===== src/rtl/pipe_sub_pkg.sv =====
// Shared constants and types for the byte-sliced pipelined subtractor.
package pipe_sub_pkg;

  localparam int PS_W     = 32;
  localparam int PS_SLICE = 8;

  typedef logic [PS_SLICE-1:0] slice_t;

  // Number of pipeline stages: one slice is resolved per stage.
  // w must be an integer multiple of slice.
  function automatic int calc_ns(input int w, input int slice);
    return w / slice;
  endfunction

endpackage


===== src/rtl/pipe_sub_sv_if.sv =====
// Operand/result bundle of the pipelined subtractor, including the
// flush/stall/req/vld pipeline controls shared with the adder.
interface pipe_sub_sv_if
  import pipe_sub_pkg::*;
#(
  parameter int W = PS_W
);

  logic         flush;
  logic         stall;
  logic         req;
  logic [W-1:0] x_0;
  logic [W-1:0] x_1;
  logic [W-1:0] result;
  logic         borrow;
  logic         zero;
  logic         vld;

  modport master (
    output flush, stall, req, x_0, x_1,
    input  result, borrow, zero, vld
  );

  modport slave (
    input  flush, stall, req, x_0, x_1,
    output result, borrow, zero, vld
  );

endinterface


===== src/rtl/pipe_sub_sv_byte_sub.sv =====
// One slice of the subtractor: {b_out, y} = {0,x_0} - {0,x_1} - b_in.
module byte_sub_sv
  import pipe_sub_pkg::*;
#(
  parameter int W = PS_SLICE
) (
  input  logic         b_in,
  input  logic [W-1:0] x_0,
  input  logic [W-1:0] x_1,
  output logic [W-1:0] y,
  output logic         b_out
);

  logic [W:0] diff;

  assign diff  = {1'b0, x_0} - {1'b0, x_1} - {{W{1'b0}}, b_in};
  assign y     = diff[W-1:0];
  assign b_out = diff[W];

endmodule


===== src/rtl/pipe_sub_sv_pipe_reg.sv =====
// Pipeline register with active-high async reset, synchronous clear and
// load enable. Clear wins over a disabled load so a flush always empties
// the pipe even while it is stalled.
module pipe_reg_sv
  import pipe_sub_pkg::*;
#(
  parameter int WIDTH = PS_SLICE
) (
  input  logic             clk,
  input  logic             rst,
  input  logic             clr,
  input  logic             we,
  input  logic [WIDTH-1:0] d,
  output logic [WIDTH-1:0] q
);

  logic [WIDTH-1:0] data_q;

  // Reset/clear to zero, otherwise capture d when enabled
  always_ff @(posedge clk or posedge rst) begin
    if (rst) begin
      data_q <= '0;
    end else if (clr) begin
      data_q <= '0;
    end else if (we) begin
      data_q <= d;
    end
  end

  assign q = data_q;

endmodule


===== src/rtl/pipe_sub_sv.sv =====
// Byte-sliced pipelined unsigned subtractor: result = x_0 - x_1.
// Slice k is resolved in stage k using operands delayed by k registers and
// the borrow registered out of stage k-1. Lower result slices are delayed
// so every slice lines up with vld. The top stage is combinational from
// its registers, giving a latency of NS-1 cycles (NS=1 is fully
// combinational).
//
// Build option: define PIPE_SUB_SAT_EN to saturate the result to zero
// whenever the subtraction borrows (borrow is still reported).
module pipe_sub_sv
  import pipe_sub_pkg::*;
#(
  parameter int W     = PS_W,
  parameter int SLICE = PS_SLICE
) (
  input logic          clk,
  input logic          reset,
  pipe_sub_sv_if.slave bus
);

  localparam int NS = calc_ns(W, SLICE);

  logic                       we;
  logic [NS-1:0]              vld_int;
  logic [NS-1:0]              bout;
  logic [NS-1:0][SLICE-1:0]   res_w;

  assign we = !bus.stall;

  // Valid chain: vld_int[0] is the request, shifted alongside the data.
  assign vld_int[0] = bus.req;

  for (genvar k = 1; k < NS; k++) begin : g_vld
    pipe_reg_sv #(.WIDTH(1)) u_vld (
      .clk (clk),
      .rst (reset),
      .clr (bus.flush),
      .we  (we),
      .d   (vld_int[k-1]),
      .q   (vld_int[k])
    );
  end

  for (genvar k = 0; k < NS; k++) begin : g_stage
    logic [SLICE-1:0] a_chain [0:k];
    logic [SLICE-1:0] b_chain [0:k];
    logic [SLICE-1:0] r_chain [0:NS-1-k];
    logic             bin;

    assign a_chain[0] = bus.x_0[k*SLICE +: SLICE];
    assign b_chain[0] = bus.x_1[k*SLICE +: SLICE];

    // Operand slice k waits k cycles so it meets the borrow from below.
    for (genvar d = 1; d <= k; d++) begin : g_op
      pipe_reg_sv #(.WIDTH(SLICE)) u_a (
        .clk (clk),
        .rst (reset),
        .clr (bus.flush),
        .we  (we),
        .d   (a_chain[d-1]),
        .q   (a_chain[d])
      );

      pipe_reg_sv #(.WIDTH(SLICE)) u_b (
        .clk (clk),
        .rst (reset),
        .clr (bus.flush),
        .we  (we),
        .d   (b_chain[d-1]),
        .q   (b_chain[d])
      );
    end

    // Borrow-in: none for the bottom slice, registered borrow otherwise.
    if (k == 0) begin : g_bin0
      assign bin = 1'b0;
    end else begin : g_binr
      pipe_reg_sv #(.WIDTH(1)) u_bff (
        .clk (clk),
        .rst (reset),
        .clr (bus.flush),
        .we  (we),
        .d   (bout[k-1]),
        .q   (bin)
      );
    end

    byte_sub_sv #(.W(SLICE)) u_sub (
      .b_in  (bin),
      .x_0   (a_chain[k]),
      .x_1   (b_chain[k]),
      .y     (r_chain[0]),
      .b_out (bout[k])
    );

    // Result slice k rides NS-1-k registers to reach the output stage.
    for (genvar j = 1; j <= NS-1-k; j++) begin : g_res
      pipe_reg_sv #(.WIDTH(SLICE)) u_r (
        .clk (clk),
        .rst (reset),
        .clr (bus.flush),
        .we  (we),
        .d   (r_chain[j-1]),
        .q   (r_chain[j])
      );
    end

    assign res_w[k] = r_chain[NS-1-k];
  end

`ifdef PIPE_SUB_SAT_EN
  assign bus.result = bout[NS-1] ? '0 : W'(res_w);
`else
  assign bus.result = W'(res_w);
`endif

  assign bus.borrow = bout[NS-1];
  assign bus.zero   = (bus.result == '0);
  assign bus.vld    = vld_int[NS-1];

endmodule


===== src/flat_wrapper.sv =====
// flat-port wrapper written by rule: the top's interface ports become plain ports
module pipe_sub_sv_flat import pipe_sub_pkg::*;
#(
  parameter int W     = PS_W,
  parameter int SLICE = PS_SLICE
)
  (clk, reset, bus_flush, bus_stall, bus_req, bus_x_0, bus_x_1, bus_result, bus_borrow, bus_zero, bus_vld);
  pipe_sub_sv_if #(.W(W)) bus_i ();
  input logic clk;
  input logic reset;
  input wire logic [$bits(bus_i.flush)-1:0] bus_flush;
  input wire logic [$bits(bus_i.stall)-1:0] bus_stall;
  input wire logic [$bits(bus_i.req)-1:0] bus_req;
  input wire logic [$bits(bus_i.x_0)-1:0] bus_x_0;
  input wire logic [$bits(bus_i.x_1)-1:0] bus_x_1;
  output wire logic [$bits(bus_i.result)-1:0] bus_result;
  output wire logic [$bits(bus_i.borrow)-1:0] bus_borrow;
  output wire logic [$bits(bus_i.zero)-1:0] bus_zero;
  output wire logic [$bits(bus_i.vld)-1:0] bus_vld;
  assign bus_i.flush = bus_flush;
  assign bus_i.stall = bus_stall;
  assign bus_i.req = bus_req;
  assign bus_i.x_0 = bus_x_0;
  assign bus_i.x_1 = bus_x_1;
  assign bus_result = bus_i.result;
  assign bus_borrow = bus_i.borrow;
  assign bus_zero = bus_i.zero;
  assign bus_vld = bus_i.vld;
  pipe_sub_sv #(.W(W), .SLICE(SLICE)) u_core (.clk(clk), .reset(reset), .bus(bus_i));
endmodule

===== config.mk =====
export PLATFORM = sky130hd
export DESIGN_NAME = pipe_sub_sv_flat
export DESIGN_NICKNAME = d
export VERILOG_FILES = /design/src/rtl/pipe_sub_pkg.sv /design/src/rtl/pipe_sub_sv_if.sv /design/src/rtl/pipe_sub_sv_byte_sub.sv /design/src/rtl/pipe_sub_sv_pipe_reg.sv /design/src/rtl/pipe_sub_sv.sv /design/src/flat_wrapper.sv
export SDC_FILE = /design/constraint.sdc
export NUM_CORES = 1
export LEC_CHECK = 0
export ABC_AREA = 1
export BUFFER_PORTS_ARGS = -buffer_cell sky130_fd_sc_hd__buf_2
export CORE_ASPECT_RATIO = 1.75
export CORE_MARGIN = 4
export CORE_UTILIZATION = 30
export CTS_BUF_LIST = sky130_fd_sc_hd__clkbuf_16
export CTS_CLUSTER_SIZE = 24
export DETAILED_ROUTE_END_ITERATION = 16
export GPL_ROUTABILITY_DRIVEN = 0
export GPL_TIMING_DRIVEN = 0
export PLACE_DENSITY = 0.51
export SYNTH_ARGS = -nofsm -noshare
export SYNTH_HDL_FRONTEND = slang
export SYNTH_SLANG_ARGS = --single-unit

===== constraint.sdc =====
create_clock -name clk -period 7.1 [get_ports clk]
set_input_delay 1.42 -clock clk [delete_from_list [all_inputs] [get_ports clk]]
set_output_delay 1.42 -clock clk [all_outputs]
set_load 0.005 [all_outputs]

==> flow_summary.json <==
{
  "drive_gt1_frac": 0.1715,
  "netlist_area_sq_um": 7586,
  "setup_viol": 0,
  "grt_pass1_vias": 6071,
  "cts_setup_buffers": 0,
  "tritoncts": "yes",
  "path_buf_inv": 3,
  "rows": 76,
  "synthTopCellsByArea": "dfrtp_1 (49%), nand2_1 (10%), inv_1 (8.3%), ha_1 (8.2%), o21ai_1 (4.1%)",
  "cp_data_required_time_ns": 5.68,
  "dieArea_sq_um": 27990,
  "crit_path_frequent_cell": "nand2_1",
  "final_common_cell": "nand2_1",
  "cts_sinks": 150,
  "dr.pass1.iters": 5,
  "crit_type": "reg2out",
  "clk_path_buf_depth": 2,
  "seq_area_frac_synth": 0.4948,
  "wl_per_cell_microns": 15.23,
  "syn_to_final_growth_pct": 20.29,
  "ys_ff_latch": 150,
  "hold_violations": 0,
  "track_usage": 0.1505,
  "syn_inst": 868,
  "dp_hpwl_microns": 15410,
  "holdPathStages": 2,
  "insertion_delay_ns": 0.42,
  "skew_ns": 0.009858,
  "relSlewSlack": 0.4868,
  "drv_cap": 0,
  "start_util": 0.3057,
  "tightest_slew_ns": 0.7697,
  "die_h_microns": 218.4,
  "layoutNonFillerInstCount": 1315,
  "r2r.worst_path.cells": 11,
  "avgSynthCellArea_sq_um": 8.740,
  "crit_cells": 14,
  "rsz0062_at_grt": "no",
  "vias": 5874,
  "critPathTopFamily": "adder cells",
  "core-area_sq_um": 24820,
  "path_clk_slew_ns": 0.07,
  "path_cells": "inv_1 > fa_1 > inv_1 > ha_1 > o21ai_0 > nand2_1 > nand2_1 > nand2_1 > nand2_1 > nand2_1 > nand2_1 > nand2_1 > nor2_1 > buf_2",
  "grt_max_degree": 85,
  "cp.arrival_ns": 2.62,
  "io_pins": 104,
  "postRouteAntennaNets": 0,
  "cts-buffers-inserted": 17,
  "critPathSlowestCell": "fa_1",
  "max-vdd-ir-drop_v": 0.0001483,
  "antenna_cells": 0,
  "drt_iter0_drc": 258,
  "nets": 1116,
  "antenna_found_initial": 0,
  "period_needed_ns": 4.038,
  "cts_resized": 0,
  "yosysWarnings": 0,
  "powerDensity_nw_per_um2": 246.0,
  "htreeDepth": 4,
  "yosys.cell_types.count": 31,
  "io_buffers": 102,
  "fillers": 2550,
  "cts_hold_buf": 0,
  "clockRootBuffer": "clkbuf_16",
  "status": "finished, final reports clean",
  "max_freq_mhz": 247.6,
  "crit_path_start_kind": "flip-flop",
  "vias_per_cell": 4.467,
  "drc_errors": 0,
  "cp-end-kind": "primary output",
  "critical_path.max_fanout": 2,
  "finalMaxSlewViolations": 0,
  "synth_top_area_frac": 0.4948,
  "dpl.cell_count": 1283,
  "max_stage_delay_ns": 0.56,
  "final_cell_mix": "nand2_1 (207), inv_1 (168), dfrtp_1 (150)",
  "hold_ws_ns": 0.4756,
  "fin_util": 0.3677,
  "hp-class": "reg2reg",
  "die_x_microns": 128.2,
  "yosysTopAreaCell": "dfrtp_1",
  "period_share": 0.5687,
  "grt_pass1_wl_microns": 32110,
  "p_leak_nw": 4.755,
  "routed_wirelength_microns": 20030,
  "synth_fp_nets": 994,
  "grt_overflow": 0
}
## kinds of logic (layout without fill, tap and decap cells)
group | after synthesis | in the layout | synth area share
simple gates | 279 | 279 | 0.1516
flops | 150 | 150 | 0.4948
buf+inv | 202 | 337 | 0.1107
compound gates | 171 | 171 | 0.1316
xor+xnor | 9 | 9 | 0.01039
fa+ha+maj | 57 | 57 | 0.1009
## worst register-to-register path: cells and delay by family, from the launching register on
family	cells	cell delay [ns]
flops	1	0.34
fa+ha+maj	2	0.94
buf+inv	2	0.16
simple gates	7	0.63
## state kept, by name (all words and copies together), names as in the netlist
| signal | count |
|---|---|
| u_core.g_stage.g_binr.u_bff.q | 3 |
| u_core.g_stage.g_op.u_a.q | 48 |
| u_core.g_stage.g_op.u_b.q | 48 |
| u_core.g_stage.g_res.u_r.q | 48 |
| u_core.g_vld.u_vld.q | 3 |
## layout make-up
class / instances / area, sq um / area share
buffer: 31 / 195.2 / 0.02139
clock buffer: 17 / 425.4 / 0.04662
clock inverter: 15 / 180.2 / 0.01974
inverter: 171 / 649.4 / 0.07116
multi-input combinational: 516 / 2993 / 0.3280
sequential: 150 / 3754 / 0.4114
tap: 312 / 390.4 / 0.04278
timing repair buffer: 103 / 538.0 / 0.05896
## synthesized netlist by cell type
master and instances:
o21ai_0 42, inv_2 2, buf_4 7, nand3b_1 6
clkbuf_1 7, a32o_1 1, ha_1 50, nor2_2 1
xor2_1 1, a22o_1 9, o22ai_1 19, o22ai_2 9
fa_1 7, nand2_1 207, o21a_1 1, a31oi_1 2
buf_2 12, o21bai_1 2, nor2_8 1, xnor2_1 8
o21ai_1 62, inv_4 1, dfrtp_1 150, nor2_1 27
nor2_4 1, a21o_1 1, nand4_1 7, buf_6 5
inv_1 168, a21oi_1 23, nand3_1 29
## where the power goes
part           switching [mW]  internal [mW]
Combinational           0.236          0.148
Clock                   0.379          0.555
Sequential             0.0236          0.903
Total                   0.638           1.61
## routing by layer
layer / vias to the layer above / wire, microns / global-route usage
li1: 2996 / - / -
met2: 94 / 11030 / 0.2798
met3: 18 / 813 / 0.03008
met1: 2766 / 7633 / 0.1625
met5: - / 0 / 0
met4: 0 / 561 / 0.06339
## final timing paths
| check | startpoint | end | slack, ns |
|---|---|---|---|
| setup / recovery | u_core.g_stage[3].g_binr.u_bff.q | bus_zero | 3.06 |
| hold / removal | u_core.g_stage[1].g_res[1].u_r.q[6] | u_core.g_stage[1].g_res[2].u_r.q[6] | 0.48 |
| setup reg to reg | u_core.g_stage[2].g_binr.u_bff.q | u_core.g_stage[3].g_binr.u_bff.q | 4.92 |
| hold reg to reg | u_core.g_stage[1].g_res[1].u_r.q[6] | u_core.g_stage[1].g_res[2].u_r.q[6] | 0.48 |
| max in group asynchronous | reset | u_core.g_stage[1].g_op[1].u_a.q[6] | 5.17 |
| min in group asynchronous | reset | u_core.g_stage[2].g_op[1].u_b.q[6] | 1.07 |
## per-stage QoR
stage	worst slack [ns]	setup TNS (ns)	cell area [sq um]	power, mW
2_1_floorplan	1.644	0	7586	1.199
3_3_place_gp	-0.2937	-42.03	8487	1.326
3_5_place_dp	3.481	0	8519	1.334
4_1_cts	3.009	0	9125	2.276
5_1_grt	2.856	0	9125	2.368
6_report	3.062	0	9125	2.244
(Power assumes the default switching activity.)
